## src/rtl/if_id_stage.sv

```systemverilog
// ---------------------------------------------------------------------------
// if_id_stage
//
// Instruction-fetch stage and IF/ID pipeline register of the MIPS core.
// Holds the PC, issues word fetches over a variable-latency req/ack
// instruction-memory port and presents the captured instruction, its PC+4
// and the decoded opcode / 16-bit immediate to the decode stage.
//
// Ports:
//   clk          rising-edge clock
//   rst          synchronous, active-high reset
//   imem_req     fetch request; imem_addr is stable until imem_ack
//   imem_addr    word address of the outstanding fetch
//   imem_ack     imem_rdata valid this cycle, completes the request
//   imem_rdata   fetched instruction
//   stall        decode cannot accept; IF/ID outputs hold
//   redirect     branch/jump taken: flush IF/ID and refetch at redirect_pc
//   redirect_pc  redirect target (low two bits forced to zero)
//   id_valid     IF/ID holds a valid instruction
//   id_instr     captured instruction
//   id_pc4       address of id_instr + 4
//   id_opcode    id_instr[31:26]
//   id_imm16     id_instr[15:0], feeds the sign extender
//
// FSM:
//   FETCH  request outstanding at pc
//   PEND   a word arrived while decode was stalled; it waits in a
//          one-entry buffer and no new request is issued
//   DRAIN  a redirect happened while a request was still unacknowledged;
//          that request must complete at its original address, and its
//          data is thrown away before fetching from the new pc
// ---------------------------------------------------------------------------
module if_id_stage #(
    parameter logic [31:0] RESET_PC = 32'h0000_0000
) (
    input  logic        clk,
    input  logic        rst,
    output logic        imem_req,
    output logic [31:0] imem_addr,
    input  logic        imem_ack,
    input  logic [31:0] imem_rdata,
    input  logic        stall,
    input  logic        redirect,
    input  logic [31:0] redirect_pc,
    output logic        id_valid,
    output logic [31:0] id_instr,
    output logic [31:0] id_pc4,
    output logic [5:0]  id_opcode,
    output logic [15:0] id_imm16
);

    typedef enum logic [1:0] {
        S_FETCH = 2'd0,
        S_PEND  = 2'd1,
        S_DRAIN = 2'd2
    } state_t;

    state_t      state_q;
    logic [31:0] pc_q;
    logic [31:0] drain_addr_q;
    logic [31:0] pend_instr_q;
    logic [31:0] pend_pc4_q;
    logic        id_valid_q;
    logic [31:0] id_instr_q;
    logic [31:0] id_pc4_q;

    logic [31:0] pc4_d;
    logic [31:0] redirect_pc_d;
    logic        ack_eff;

    // Sequential pc increment wraps modulo 2^32.
    assign pc4_d         = pc_q + 32'd4;
    assign redirect_pc_d = redirect_pc & ~32'd3;

    assign imem_req  = !rst && ((state_q == S_FETCH) || (state_q == S_DRAIN));
    // While draining, the abandoned request keeps its address until acked.
    assign imem_addr = (state_q == S_DRAIN) ? drain_addr_q : pc_q;

    // An ack with no request outstanding (PEND, reset) is ignored.
    assign ack_eff = imem_ack && imem_req;

    always_ff @(posedge clk) begin
        if (rst) begin
            state_q      <= S_FETCH;
            pc_q         <= RESET_PC;
            drain_addr_q <= '0;
            pend_instr_q <= '0;
            pend_pc4_q   <= '0;
            id_valid_q   <= 1'b0;
            id_instr_q   <= '0;
            id_pc4_q     <= '0;
        end else if (redirect) begin
            // Flush takes effect even under stall; any data arriving this
            // cycle or sitting in the pending buffer belongs to the wrong path.
            pc_q       <= redirect_pc_d;
            id_valid_q <= 1'b0;
            case (state_q)
                S_FETCH: begin
                    if (!ack_eff) begin
                        state_q      <= S_DRAIN;
                        drain_addr_q <= pc_q;
                    end
                end
                S_PEND:  state_q <= S_FETCH;
                S_DRAIN: begin
                    if (ack_eff) begin
                        state_q <= S_FETCH;
                    end
                end
                default: state_q <= S_FETCH;
            endcase
        end else begin
            case (state_q)
                S_FETCH: begin
                    if (ack_eff) begin
                        pc_q <= pc4_d;
                        if (!stall) begin
                            id_instr_q <= imem_rdata;
                            id_pc4_q   <= pc4_d;
                            id_valid_q <= 1'b1;
                        end else begin
                            pend_instr_q <= imem_rdata;
                            pend_pc4_q   <= pc4_d;
                            state_q      <= S_PEND;
                        end
                    end else if (!stall) begin
                        id_valid_q <= 1'b0;
                    end
                end
                S_PEND: begin
                    if (!stall) begin
                        id_instr_q <= pend_instr_q;
                        id_pc4_q   <= pend_pc4_q;
                        id_valid_q <= 1'b1;
                        state_q    <= S_FETCH;
                    end
                end
                S_DRAIN: begin
                    if (ack_eff) begin
                        state_q <= S_FETCH;
                    end
                end
                default: state_q <= S_FETCH;
            endcase
        end
    end

    assign id_valid  = id_valid_q;
    assign id_instr  = id_instr_q;
    assign id_pc4    = id_pc4_q;
    assign id_opcode = id_instr_q[31:26];
    assign id_imm16  = id_instr_q[15:0];

endmodule

```

## config.mk

```make
export PLATFORM = sky130hd
export DESIGN_NAME = if_id_stage
export DESIGN_NICKNAME = d
export VERILOG_FILES = /design/src/rtl/if_id_stage.sv
export SDC_FILE = /design/constraint.sdc
export NUM_CORES = 1
export LEC_CHECK = 0
export ABC_AREA = 1
export CORE_MARGIN = 2
export CORE_UTILIZATION = 53
export CTS_BUF_LIST = sky130_fd_sc_hd__clkbuf_4 sky130_fd_sc_hd__clkbuf_8
export CTS_CLUSTER_SIZE = 12
export DETAILED_ROUTE_END_ITERATION = 10
export HOLD_SLACK_MARGIN = 0.1
export PLACE_DENSITY_LB_ADDON = 0.05
export SYNTH_ARGS = -nofsm -noshare
export SYNTH_HDL_FRONTEND = slang
export SYNTH_SLANG_ARGS = --single-unit
```

## constraint.sdc

```tcl
create_clock -name clk -period 1.7 [get_ports clk]
set_input_delay 0.17 -clock clk [delete_from_list [all_inputs] [get_ports clk]]
set_output_delay 0.17 -clock clk [all_outputs]
set_load 0.05 [all_outputs]
```

After elaboration in Yosys (flattened, before gate mapping)
Cells that the tools add are included.
Widths: inputs -> output; s select.
- flip-flop bits (word level): 195
- output and inout port bits: 120
- add/sub/neg operators: 1
- equality and inequality tests: 10
- multiplexer cells: 24
- bitwise gates (word level): 2
- reduce and logical (&&, ||, !) cells: 16
- operators with widths (operator ; number):
    $mux 32 ; 10
    $pmux 32 s2 ; 2
    $add 32x3->32 const B ; 1
    $ne 3x3->1 const B ; 5
    $mux 2 ; 6
    $reduce_and 4->1 ; 2
    $ne 2x2->1 const B ; 3
    $pmux 2 s3 ; 1
    $reduce_and 2->1 ; 3
    $reduce_bool 2->1 ; 3
    $reduce_and 5->1 ; 1
    $pmux 2 s2 ; 1
    $mux 1 ; 3
    $reduce_and 3->1 ; 1
    $eq 2x1->1 const B ; 1
    $eq 2x2->1 const B ; 1
    $logic_and 1x1->1 ; 2
    $logic_not 2->1 ; 1
    $not 1->1 ; 2
    $pmux 1 s2 ; 1
    $reduce_or 2->1 ; 1
    $logic_not 1->1 ; 1
    $logic_or 1x1->1 ; 1

Depth between registers and ports, before layout
- depth in word-level cells: 7
- gate-level depth with buffers: 11
- depth with buffers taken out: 10

Worst setup path after synthesis
No wires, ideal clock.
- kind: register to output
- from: register state_q[1]
- to: output imem_addr[23]
- arrival: 1.774 ns
- data required time: 1.530 ns
- path slack: -0.244 ns
- cell stages (with the launch flop): 5
- buffers on the path: 1
- cells stage by stage: dfxtp_1 > inv_2 > nor2_2 > clkbuf_1 > o21ai_0
- longest elaborated chain between the ends: 2
- ends and longest elaborated chain (item ; line ; source):
    start, declared ; 58 ; state_t state_q;
    start signal, assigned ; 84 ; state_q <= S_FETCH;
    start signal, assigned ; 100 ; state_q <= S_DRAIN;
    start signal, assigned ; 104 ; S_PEND: state_q <= S_FETCH;
    $eq 2x2->1 ; 77 ; assign imem_addr = (state_q == S_DRAIN) ? drain_addr_q : pc_q;
    $mux 32 ; 77 ;
    end, declared ; 39 ; output logic [31:0] imem_addr,
No other way between the ends.

Worst setup path after layout
- from: register state_q[1]
- to: output imem_addr[6]
The elaborated chain is that of the path after synthesis.

==> summary.txt <==
Global route
  • Largest net degree at the start of global routing: 65
  • Grt ovf: 0
  • GR Util All Layers: 28.7%
  • Vias in the first global route: 8439
  • Initial antenna violation count: 0
  • First-pass GRT wire length: around 42000 µm

Logic synthesis
  • Area contributors post-synth: dfxtp_1 41%, nand2_1 15%, o21ai_0 8.0%, a21oi_1 7.9%, nor2_1 7.3%
  • Synthesized area per cell: 6.64 µm²
  • Top cell type's share of synthesized area: 41.3%
  • Netlist area before placement: 9060 µm²
  • Yosys warns: 0
  • Yosys reg bits: roughly 190
  • Cells after Synth: ~1400
  • Unique masters post-synth: 35
  • Sequential fraction of the synthesis area: 41.3%
  • Leading area contributor after synthesis: dfxtp_1

Placed design
  • Hpwl dp: around 16000 µm
  • Post-Place Cells: 1708
  • Gpl congestion: 0.949
  • Cell Area, Placed: between 10000 and 15000 µm²
  • Port bufs: 182

Clocking
  • Post-CTS Hold Fix Bufs: 0
  • CTS Buf Count: 17
  • Clk buf depth: 2
  • Worst-skew pair later-pin latency: 0.48 ns
  • Root Buffer: clkbuf_8
  • Htree depth: 4
  • Clk sinks: 187
  • CTS tree: done
  • Clock-pin slew on the worst setup and hold paths: around 0.10 ns

Worst setup path
  • CP required: 1.53 ns
  • Crit path capture type: output port
  • CP max stage cell: dfxtp_4
  • CP dominant cell by count: buf_12
  • WP buf/inv: 5
  • Worst Path Arrival: 1.71 ns
  • CP max FO: 8
  • Worst-path cell chain: inv_4 -> nor2_4 -> buf_12 -> buf_12 -> buf_16 -> nand2_2 -> o21ai_2 -> buf_12
  • Top delay family on crit path: buffers and inverters
  • Setup CP Type: flip-flop to output port
  • Startpoint types: flip-flop
  • CP peak stage delay: 0.38 ns

Timing
  • Final Cycle Share: 111%
  • Setup_tns: -4.54 ns
  • RSZ-0062 raised after global routing: yes
  • Relative slew slack: between 50% and 60%
  • Final Hold Fails: 0
  • Post-layout minimum cycle time: around 1.9 ns
  • Fin. max-slew vios: 0
  • Final setup viols: 31
  • FMAX: 531 MHz
  • Worst-Margin Slew: 0.696 ns
  • Setup ws final: -0.182 ns
  • WHS: 0.218 ns
  • Fin Clk Skew: 0.0116 ns

Drt
  • Drt initial violations: 763
  • Final Routed Wirelength: between 20000 and 30000 µm
  • Total number of vias: 9483
  • Wirelength per Cell: 16.4 µm
  • TritonRoute pass-1 iters: 5
  • Routed Antenna Nets: 0
  • Drc violations: 0
  • Vias per Instance: 5.37

Floorplanning
  • Cell row count: 47
  • Die Footprint: approximately 18000 µm²
  • Die Height: 135 µm
  • Die W: 135 µm
  • Core area: around 17000 µm²
  • IO Count: 189
  • Initial Util: 54.4%

Finish
  • Area growth from synthesis to layout: 40.7%
  • Share of layout cells above drive strength 1: 19.1%
  • Final instance area: 12700 µm²
  • # fillers: between 1000 and 1500
  • Layout Nets: 1603
  • N_diodes: 0
  • Non-Filler Instances: 1766

Power and ir drop
  • Leakage: 5.83 nW
  • VDD IR max: 0.524 mV
  • Pwr Density: 782 nW/µm²

Min path
  • Hold/Removal Path Class: primary input to flip-flop

Outcome
  • Failing checks: negative setup slack
  • Status: finished with violations

Run
  • Max cap viols: 0
-- worst min-delay path, cell delays in order --
cell and delay [ns]:
buf_2 0.14, nor2_4 0.07, nand2_4 0.10, buf_12 0.11
a311oi_1 0.07
-- stage by stage --
step | power (W) | util, % | worst slack [ns]
finish | 0.00997 | 76.6 | -0.182
detailed placement | 0.00681 | 67.6 | -0.170
global placement | 0.00678 | 67.6 | -0.125
floorplan | 0.00601 | - | -0.244
CTS | 0.00982 | 73.4 | -0.180
global route | 0.0103 | 76.6 | -0.212
-- layer usage --
metal	global-route usage (%)	wire length, µm	up-vias
met5	0	0	-
met4	9.59	877	0
met3	4.88	2020	74
met2	47.9	14100	410
met1	37.7	11900	4395
li1	-	-	4604
-- synthesized netlist by cell type --
master    instances
a211oi_1          1
a211oi_2          1
a21o_1            1
a21oi_1         143
a311oi_1          1
a31oi_1           6
buf_1             4
buf_2            27
buf_4            34
buf_6             9
clkbuf_1         32
conb_1            1
dfxtp_1         187
ha_1              1
inv_1           140
inv_2             6
inv_4             1
nand2_1         356
nand2_2           2
nand2_4           1
nand3_1          19
nand3_2           1
nand3b_1          1
nor2_1          175
nor2_2            6
nor2_4            3
nor2_8            2
nor4_1            1
o211ai_1          1
o21ai_0         144
o21ai_1          42
o22ai_1           1
o31ai_1           1
xor2_1           13
xor2_2            1
-- layout by cell type (no fill, tap or decap), drive strengths merged --
cell type | synthesis | routed
o211ai | 1 | 1
clkbuf | 32 | 25
clkinvlp | 0 | 3
clkinv | 0 | 6
o22ai | 1 | 1
nand3b | 1 | 1
o21ai | 186 | 186
o31ai | 1 | 1
clkdlybuf4s50 | 0 | 65
a211oi | 2 | 2
xor2 | 14 | 14
nor2 | 186 | 186
dfxtp | 187 | 187
ha | 1 | 1
nand2 | 359 | 359
a21o | 1 | 1
dlygate4sd2 | 0 | 55
nor4 | 1 | 1
inv | 147 | 153
a31oi | 6 | 6
a21oi | 143 | 143
nand3 | 20 | 21
conb | 1 | 4
buf | 74 | 123
a311oi | 1 | 1
-- final timing paths --
| check | cells after the start | startpoint | end | slack, ns |
|---|---|---|---|---|
| min reg2reg | 2 | id_instr[21] | id_instr[21] | 0.45 |
| min | 5 | rst | id_valid | 0.22 |
| max reg2reg | 8 | state_q[1] | id_pc4[6] | -0.03 |
| max | 8 | state_q[1] | imem_addr[6] | -0.18 |
-- power breakdown --
part	internal, W	leakage [nW]	switching [W]
clock	0.00111	0.184	0.00179
sequential	0.00459	1.53	0.000162
combinational	0.000915	4.11	0.00141
total	0.00662	5.83	0.00335
-- cell type report --
| cell class | instances | area [µm²] | area share [%] |
|---|---|---|---|
| Timing Repair Buffer | 250 | 2950 | 23.1 |
| Inverter | 147 | 586 | 4.59 |
| Clock inverter | 14 | 129 | 1.01 |
| Clock buffer | 18 | 248 | 1.94 |
| Timing Repair inverter | 1 | 11.3 | 0.0883 |
| Sequential cell | 187 | 3760 | 29.5 |
| Multi-Input combinational cell | 929 | 4780 | 37.5 |
| Tap cell | 220 | 275 | 2.16 |
-- timing repair --
item                       4_1_cts  5_1_grt
setup buffers                    8        6
gates cloned                     7        9
pin swaps                        5       12
gates resized for setup        181       92
setup endpoints to repair      103      140
-- state kept, by name, indices dropped and copies added (netlist names) --
signal and flops:
pend_pc4_q 30, id_valid 1, id_pc4 30, drain_addr_q 30, pc_q 30, pend_instr_q 32, state_q 2, id_instr 32
-- cell families (layout without fill, tap and decap cells) --
group,after synthesis,after routing,synth area share [%]
AOI/OAI and AO/OA,342,342,19.2
xor gates and xnor gates,14,14,1.44
adders and majority gates,1,1,0.138
buffers and inverters,253,430,13.0
DFF,187,187,41.3
other,1,4,0.0414
and+or+nand+nor,567,568,24.8
(Power assumes the default switching activity.)
